[config.mk]
export PLATFORM = sky130hd
export DESIGN_NAME = dsp48a1_mac_seq
export DESIGN_NICKNAME = d
export VERILOG_FILES = /design/src/rtl/dsp48a1_mac_seq.sv
export SDC_FILE = /design/constraint.sdc
export NUM_CORES = 1
export LEC_CHECK = 0
export BUFFER_PORTS_ARGS = -buffer_cell sky130_fd_sc_hd__buf_2
export CAP_MARGIN = 20
export CORE_ASPECT_RATIO = 0.8
export CORE_UTILIZATION = 46
export DETAILED_ROUTE_END_ITERATION = 8
export PLACE_DENSITY = 0.75
export SYNTH_ARGS = -nofsm -noshare
export SYNTH_HDL_FRONTEND = slang
export SYNTH_SLANG_ARGS = --single-unit
export TNS_END_PERCENT = 10
[constraint.sdc]
create_clock -name CLK -period 3.35 [get_ports CLK]
set_input_delay 0.335 -clock CLK [delete_from_list [all_inputs] [get_ports CLK]]
set_output_delay 0.335 -clock CLK [all_outputs]
set_load 0.02 [all_outputs]
[src/rtl/dsp48a1_mac_seq.sv]
// Sequencer for a free-running DSP48A1 slice used as an unsigned dot-product
// engine. Operand beats go onto slice A/B. A tag for each beat travels
// alongside the slice pipeline and steers OPMODE and C at the right cycle.
// The final P and the OR of CARRYOUT for each vector go into a 2-entry
// result FIFO.
//
// Handshake: a transfer happens on a rising edge where valid & ready are both
// high. IN_READY and RES_VALID depend only on registered state, never on
// IN_VALID or RES_READY.
module dsp48a1_mac_seq #(
    parameter int AB_LAT = 1,
    parameter int M_LAT  = 1,
    parameter int OP_LAT = 1,
    parameter int C_LAT  = 1,
    parameter int P_LAT  = 1
) (
    input  logic        CLK,
    input  logic        RST,
    input  logic        IN_VALID,
    output logic        IN_READY,
    input  logic [17:0] IN_A,
    input  logic [17:0] IN_B,
    input  logic        IN_FIRST,
    input  logic        IN_LAST,
    input  logic [47:0] IN_BIAS,
    input  logic        IN_SUB,
    output logic [17:0] DSP_A,
    output logic [17:0] DSP_B,
    output logic [17:0] DSP_D,
    output logic [47:0] DSP_C,
    output logic [7:0]  DSP_OPMODE,
    output logic        DSP_CE,
    output logic        DSP_CARRYIN,
    output logic        DSP_RST,
    input  logic [47:0] DSP_P,
    input  logic        DSP_CARRYOUT,
    output logic        RES_VALID,
    input  logic        RES_READY,
    output logic [47:0] RES_DATA,
    output logic        RES_CARRY
);

    // Stage index of a beat's adder cycle, and of the cycle when P shows it.
    localparam int D   = AB_LAT + M_LAT;
    localparam int TL  = D + P_LAT;
    localparam int OPI = D - OP_LAT;
    localparam int CI  = D - C_LAT;

    typedef struct packed {
        logic        valid;
        logic        first;
        logic        last;
        logic        sub;
        logic [47:0] bias;
    } tag_t;

    tag_t        tag_q [0:TL];
    logic [17:0] a_q;
    logic [17:0] b_q;
    logic [7:0]  op_prev;
    logic [47:0] c_hold;
    logic        flag_q;
    logic        carry_next;
    logic        accept;
    logic        push;
    logic        pop;
    logic [1:0]  pending;
    logic [1:0]  fifo_cnt;
    logic [48:0] fifo_q [0:1];
    logic [48:0] push_data;
    logic [1:0]  bubble_z;

    assign accept      = IN_VALID & IN_READY;
    assign IN_READY    = (pending < 2'd2);
    assign DSP_A       = a_q;
    assign DSP_B       = b_q;
    assign DSP_D       = 18'd0;
    assign DSP_CE      = 1'b1;
    assign DSP_CARRYIN = 1'b0;
    assign DSP_RST     = RST;

    // Stage 0: register accepted operands onto the slice; bubbles drive zero.
    always_ff @(posedge CLK) begin
        if (RST) begin
            a_q <= 18'd0;
            b_q <= 18'd0;
        end else begin
            a_q <= accept ? IN_A : 18'd0;
            b_q <= accept ? IN_B : 18'd0;
        end
    end

    // Tag pipeline that tracks each beat through the slice stages.
    always_ff @(posedge CLK) begin
        if (RST) begin
            for (int k = 0; k <= TL; k++) tag_q[k] <= '0;
        end else begin
            tag_q[0].valid <= accept;
            tag_q[0].first <= accept & IN_FIRST;
            tag_q[0].last  <= accept & IN_LAST;
            tag_q[0].sub   <= IN_SUB;
            tag_q[0].bias  <= IN_BIAS;
            for (int k = 1; k <= TL; k++) tag_q[k] <= tag_q[k-1];
        end
    end

    // OPMODE: X=M with Z=C on first beats and Z=P otherwise. A bubble clears
    // X. A bubble also turns Z=C into Z=P, so a bubble right after a first
    // beat cannot reload the bias over the running sum. From reset the
    // opmode stays 0 until the first beat.
    always_comb begin
        bubble_z = (op_prev[3:2] == 2'b11) ? 2'b10 : op_prev[3:2];
        DSP_OPMODE = {op_prev[7], 3'b000, bubble_z, 2'b00};
        if (tag_q[OPI].valid) begin
            DSP_OPMODE = {tag_q[OPI].sub, 3'b000,
                          (tag_q[OPI].first ? 2'b11 : 2'b10), 2'b01};
        end
    end

    // C carries the bias of a first beat at its launch cycle and holds otherwise.
    always_comb begin
        DSP_C = c_hold;
        if (tag_q[CI].valid && tag_q[CI].first) DSP_C = tag_q[CI].bias;
    end

    // Remember the last driven OPMODE and C so bubbles can hold them.
    always_ff @(posedge CLK) begin
        if (RST) begin
            op_prev <= 8'd0;
            c_hold  <= 48'd0;
        end else begin
            op_prev <= DSP_OPMODE;
            c_hold  <= DSP_C;
        end
    end

    // Collector: fold CARRYOUT into the vector's flag; a last beat emits a result.
    always_comb begin
        carry_next = tag_q[TL].first ? DSP_CARRYOUT : (flag_q | DSP_CARRYOUT);
        push       = tag_q[TL].valid & tag_q[TL].last;
        push_data  = {DSP_P, carry_next};
    end

    // Carry flag register, updated only by real beats.
    always_ff @(posedge CLK) begin
        if (RST) flag_q <= 1'b0;
        else if (tag_q[TL].valid) flag_q <= carry_next;
    end

    assign RES_VALID = (fifo_cnt != 2'd0);
    assign RES_DATA  = fifo_q[0][48:1];
    assign RES_CARRY = fifo_q[0][0];
    assign pop       = RES_VALID & RES_READY;

    // 2-entry result FIFO. Entry 0 is the head and stays put while stalled.
    always_ff @(posedge CLK) begin
        if (RST) begin
            fifo_cnt  <= 2'd0;
            fifo_q[0] <= 49'd0;
            fifo_q[1] <= 49'd0;
        end else begin
            case ({push, pop})
                2'b10: begin
                    if (fifo_cnt == 2'd0) fifo_q[0] <= push_data;
                    else                  fifo_q[1] <= push_data;
                    if (fifo_cnt != 2'd2) fifo_cnt <= fifo_cnt + 2'd1;
                end
                2'b01: begin
                    fifo_q[0] <= fifo_q[1];
                    fifo_cnt  <= fifo_cnt - 2'd1;
                end
                2'b11: begin
                    if (fifo_cnt == 2'd1) begin
                        fifo_q[0] <= push_data;
                    end else begin
                        fifo_q[0] <= fifo_q[1];
                        fifo_q[1] <= push_data;
                    end
                end
                default: ;
            endcase
        end
    end

    // Credit count: lasts accepted minus results popped. It bounds the FIFO fill.
    always_ff @(posedge CLK) begin
        if (RST) begin
            pending <= 2'd0;
        end else begin
            case ({accept & IN_LAST, pop})
                2'b10:   pending <= pending + 2'd1;
                2'b01:   pending <= pending - 2'd1;
                default: ;
            endcase
        end
    end

endmodule

=== After elaboration in Yosys (flattened, before gate mapping) ===
Memories as Yosys holds them, arrays and structs flattened.
Index checks and enable logic that the tools add are counted.

* Add/sub/neg operators: 4
* Magnitude comparators: 1
* Equal/unequal tests: 9
* Mux-type cells: 44
* Bitwise logic cells: 21
* Reduce and logical (&&, ||, !) cells: 7

{| class="wikitable"
|+ Operators with widths
! cell !! number
|-
| 49-bit 2-to-1 mux || 6
|-
| 52-bit 2-to-1 mux || 3
|-
| 48-bit 2-to-1 mux || 2
|-
| 1-bit 2-to-1 mux || 28
|-
| 1-bit bitwise OR || 15
|-
| 2-bit == test, second input constant || 4
|-
| 8-bit 2-to-1 mux || 1
|-
| 2-bit one-hot mux with 2 select lines || 2
|-
| 2-bit by 1-bit == test with 1-bit output, second input constant || 3
|-
| 2-bit nonzero test || 3
|-
| 1-bit AND || 5
|-
| 2-bit by 1-bit adder with 2-bit output, second input constant || 2
|-
| 2-bit 2-to-1 mux || 2
|-
| 2-bit != test, second input constant || 2
|-
| 2-bit by 1-bit subtractor with 2-bit output, second input constant || 2
|-
| 2-bit zero test || 1
|-
| 2-bit less-than comparator, second input constant || 1
|-
| 2-bit AND reduction || 1
|-
| 2-bit OR reduction || 1
|-
| 1-bit logical AND || 1
|-
| 1-bit inverter || 1
|}

* Register bits after elaboration: 97
* Memory bits (writable): 306
* Memories kept: 2

{| class="wikitable"
|+ Memory list
! name !! words !! width !! rd ports !! clocked after memory_dff !! wr ports !! line !! source
|-
| tag_q || 4 || 52 || 4 || 0 || 4 || 57 || <nowiki>tag_t tag_q [0:TL];</nowiki>
|-
| fifo_q || 2 || 49 || 2 || 0 || 2 || 69 || <nowiki>logic [48:0] fifo_q [0:1];</nowiki>
|}

=== Depth between registers and ports, before layout ===
* Depth in word-level cells: 10
* Depth in mapped cells: 9
* Depth with buffers taken out: 8

=== Worst setup path before layout ===
No wires, ideal clock.

* Kind: reg-to-reg
* Start point: reg fifo_cnt[0]
* End point: mem fifo_q[0][0], enable pin
* Setup time: 469 ps
* Arrival time: 3154 ps
* Data required time: 2881 ps
* Slack: -273 ps
* Cell stages (with the launch flop): 5
* Path buffers: 0
* Period minus slack after synthesis: 3623 ps
* Cells stage by stage: dfxtp_1 inv_1 ha_1 inv_1 o211ai_1

{| class="wikitable"
|+ RTL lines
! item !! line !! source
|-
| start, declared || 68 || <nowiki>logic [1:0] fifo_cnt;</nowiki>
|-
| start signal, assigned || 166 || <nowiki>if (fifo_cnt != 2'd2) fifo_cnt <= fifo_cnt + 2'd1;</nowiki>
|-
| start signal, assigned || 170 || <nowiki>fifo_cnt <= fifo_cnt - 2'd1;</nowiki>
|-
| end, declared || 69 ||
|}

==> flow_summary_export.csv <==
group,metric,value,unit
yosys,synth_edf_count,98,
die,start_util,0.4699,
pwr,power_frac_comb,0.073,
cts,path_clk_slew,60,ps
die,io_pins,304,
timing,period_needed,2598,ps
routing,post_drt_wl_per_cell,15.46,um
pwr,clock_power_share,0.416,
yosys,yosys_warnings,0,
timing,finalSetupTns,0,ps
worst_setup_path,crit_fanout,21,
worst_setup_path,crit_type,"register to output port",
yosys,synth_top_area_cell,"dfxtp_1",
timing,finalMaxSlewViolations,0,
yosys,syn_avg_cell_area,13.04,um2
finish,fin_util,0.5838,
cts,cts.repair_timing.setup_buffer_count,0,
hold_path,hp-class,"input pin to register",
worst_setup_path,arrival,2260,ps
timing,finalHoldViolCount,0,
timing,final-setup-viol-count,0,
timing,fin_skew,19.46,ps
yosys,synthCells,813,
finish,antenna-diode-count,0,
cts,postCtsHoldBufs,36,
die,core_area,0.02256,mm2
cts,numCtsBuffers,28,
timing,max_freq,384.9,MHz
timing,final.period_utilization,0.7756,
worst_setup_path,end_kind,"output port",
pwr,switchingPower,1.708,mW
routing,via_per_inst,4.570,
yosys,netlist_area,0.01060,mm2
timing,worst_pin_slew,658.7,ps
die,die_h,137.8,um
yosys,yosysTopAreaCellShare,0.3814,
yosys,synthFlopType,"dfxtp_1",
global_route,grt_pass1_wl,32170,um
yosys,synth_commonest_cells,"dfxtp_1, and2_1, nor2b_1",
cts,cts_tree,"yes",
routing,post-route-drc-count,0,
pwr,vdd_drop_max,0.0004439,V
yosys,yosysUniqueCellTypes,38,
routing,vias,6402,
worst_setup_path,crit_required,3010,ps
cts,cts_max_path_buffers,3,
yosys,ys_async_sr_fraction,0,
routing,routed_wl,21660,um
global_route,grt_max_degree,108,
routing,dr.pass1.iters,4,
routing,drt-initial-drc-count,388,
pwr,seq_power_share,0.511,
routing,ant_nets,0,
cts,cts_root_buf,"clkbuf_16",
pwr,powerDensity,588.7,mW/mm2
worst_setup_path,crit_path_start_kind,"register",
cts,htreeDepth,1,
placement,place_congestion,0.7773,
cts,cts_sinks,300,
yosys,ys_seq_area_frac,0.6590,
global_route,antenna_found_initial,0,
worst_setup_path,rrSetupSlack,1260,ps
yosys,yosysMostFrequentCell,"dfxtp_1",
cts,cts_resized,0,
hold_path,hold_path_depth,2,
placement,port_buffers,279,
pwr,power.leakage,5.942,nW
placement,dp_hpwl,13790,um
yosys,ys_ff_latch,300,
die,row_count,49,
pwr,intPower,6.046,mW
timing,holdWs,20.83,ps
global_route,grt_usage,0.1731,
run_status,status,"finished clean",
flow_run,max_cap_violations,0,
die,die_w,171.7,um
finish,area_growth,24.23,%
yosys,synth_area_leaders,"dfxtp_1, edfxtp_1, and2_1",
timing,max_slew_margin,0.5609,
global_route,grt_pass1_vias,6323,
global_route,overflow,0,
die,die-area,0.02366,mm2
cts,worstSkewPairLatency,530,ps
finish,layout-drive-gt1-share,0.3635,
pwr,swShare,0.2203,
finish,fin_nets,1217,
worst_setup_path,r2r_cells,5,
timing,rsz0062_at_grt,"false",
kinds of logic (layout without fill, tap and decap cells):
| family | Yosys count | in the layout | synth area share |
|---|---|---|---|
| adder cells (fa/ha/maj) | 4 | 4 | 0.004721 |
| XOR/XNOR | 2 | 2 | 0.001652 |
| flip-flops | 300 | 300 | 0.6590 |
| multiplexers | 51 | 51 | 0.05405 |
| AO/OA/AOI/OAI | 63 | 63 | 0.05086 |
| buffers and inverters | 127 | 387 | 0.07576 |
| AND/OR/NAND/NOR | 264 | 264 | 0.1533 |
| other | 2 | 24 | 0.0007083 |
registers in the layout, indices dropped and copies added (netlist names):
| register | count |
|---|---|
| DSP_A | 18 |
| DSP_B | 18 |
| c_hold | 48 |
| fifo_cnt | 2 |
| fifo_q | 98 |
| flag_q | 1 |
| op_prev | 4 |
| pending | 2 |
| tag_q | 109 |
critical path, cell delays in order (launching register included):
cell and delay, ps:
dfxtp_1 360, nand2_2 450, buf_4 370, mux2_2 380, buf_2 160
power by group through the flow:
stage                     sequential, mW  clock, mW  combinational, mW
after floorplan                     4.07          0              0.364
after global placement              4.04          0              0.510
after detailed placement            4.05          0              0.520
after CTS                           3.97       3.28              0.554
after global routing                3.98       3.44              0.612
final                               3.97       3.22              0.565
per-layer routing:
metal | global-route usage | up-vias | wire length [um]
met3 | 0.03763 | 41 | 1249
li1 | - | 3131 | -
met4 | 0.04867 | 0 | 495
met1 | 0.2195 | 3020 | 9340
met2 | 0.2976 | 210 | 10570
met5 | 0 | - | 0
through the flow:
stage | cells | power [mW] | setup slack, ps | instance area [um2]
2_1_floorplan | 835 | 4.431 | -91.36 | 10700
3_3_place_gp | 1311 | 4.550 | 1284 | 11800
3_5_place_dp | 1311 | 4.565 | 1280 | 11800
4_1_cts | 1399 | 7.805 | 705.6 | 13120
5_1_grt | 1401 | 8.034 | 637.1 | 13170
6_report | 1401 | 7.754 | 751.9 | 13170
cells in the final DEF, fill, tap and decap left out, types with 2 or more instances in the layout:
cell type	Yosys	layout
a21oi_1	3	3
a22o_1	49	49
and2_1	137	137
buf_16	0	2
buf_2	11	278
buf_4	75	10
clkbuf_1	26	4
clkbuf_16	0	31
clkbuf_8	0	6
clkinv_2	0	5
conb_1	2	24
dfxtp_1	202	200
dfxtp_2	0	2
dlygate4sd3_1	0	36
edfxtp_1	98	98
ha_1	4	3
inv_1	9	7
inv_2	0	2
inv_4	0	2
mux2_2	50	50
nand2_1	7	5
nand2_2	0	2
nand3_1	2	2
nor2_1	5	5
nor2b_1	107	107
o21ai_0	2	2
area by class of cell:
cell class / count / area (um2)
multi-input cells: 408 / 2920
clock inverters: 10 / 82.58
flip-flops and latches: 300 / 6989
repair buffers: 326 / 1882
fillers: 1814 / 9390
well taps: 306 / 382.9
clock buffers: 42 / 878.3
inverters: 9 / 36.28
final timing paths:
path                start             to
min           IN_BIAS[45]   tag_q[0][45]
min reg2reg  tag_q[0][14]   tag_q[1][14]
max          tag_q[1][51]      DSP_C[17]
max reg2reg   fifo_cnt[0]  fifo_q[0][44]
Note: power is estimated with default switching activity, not from simulation.
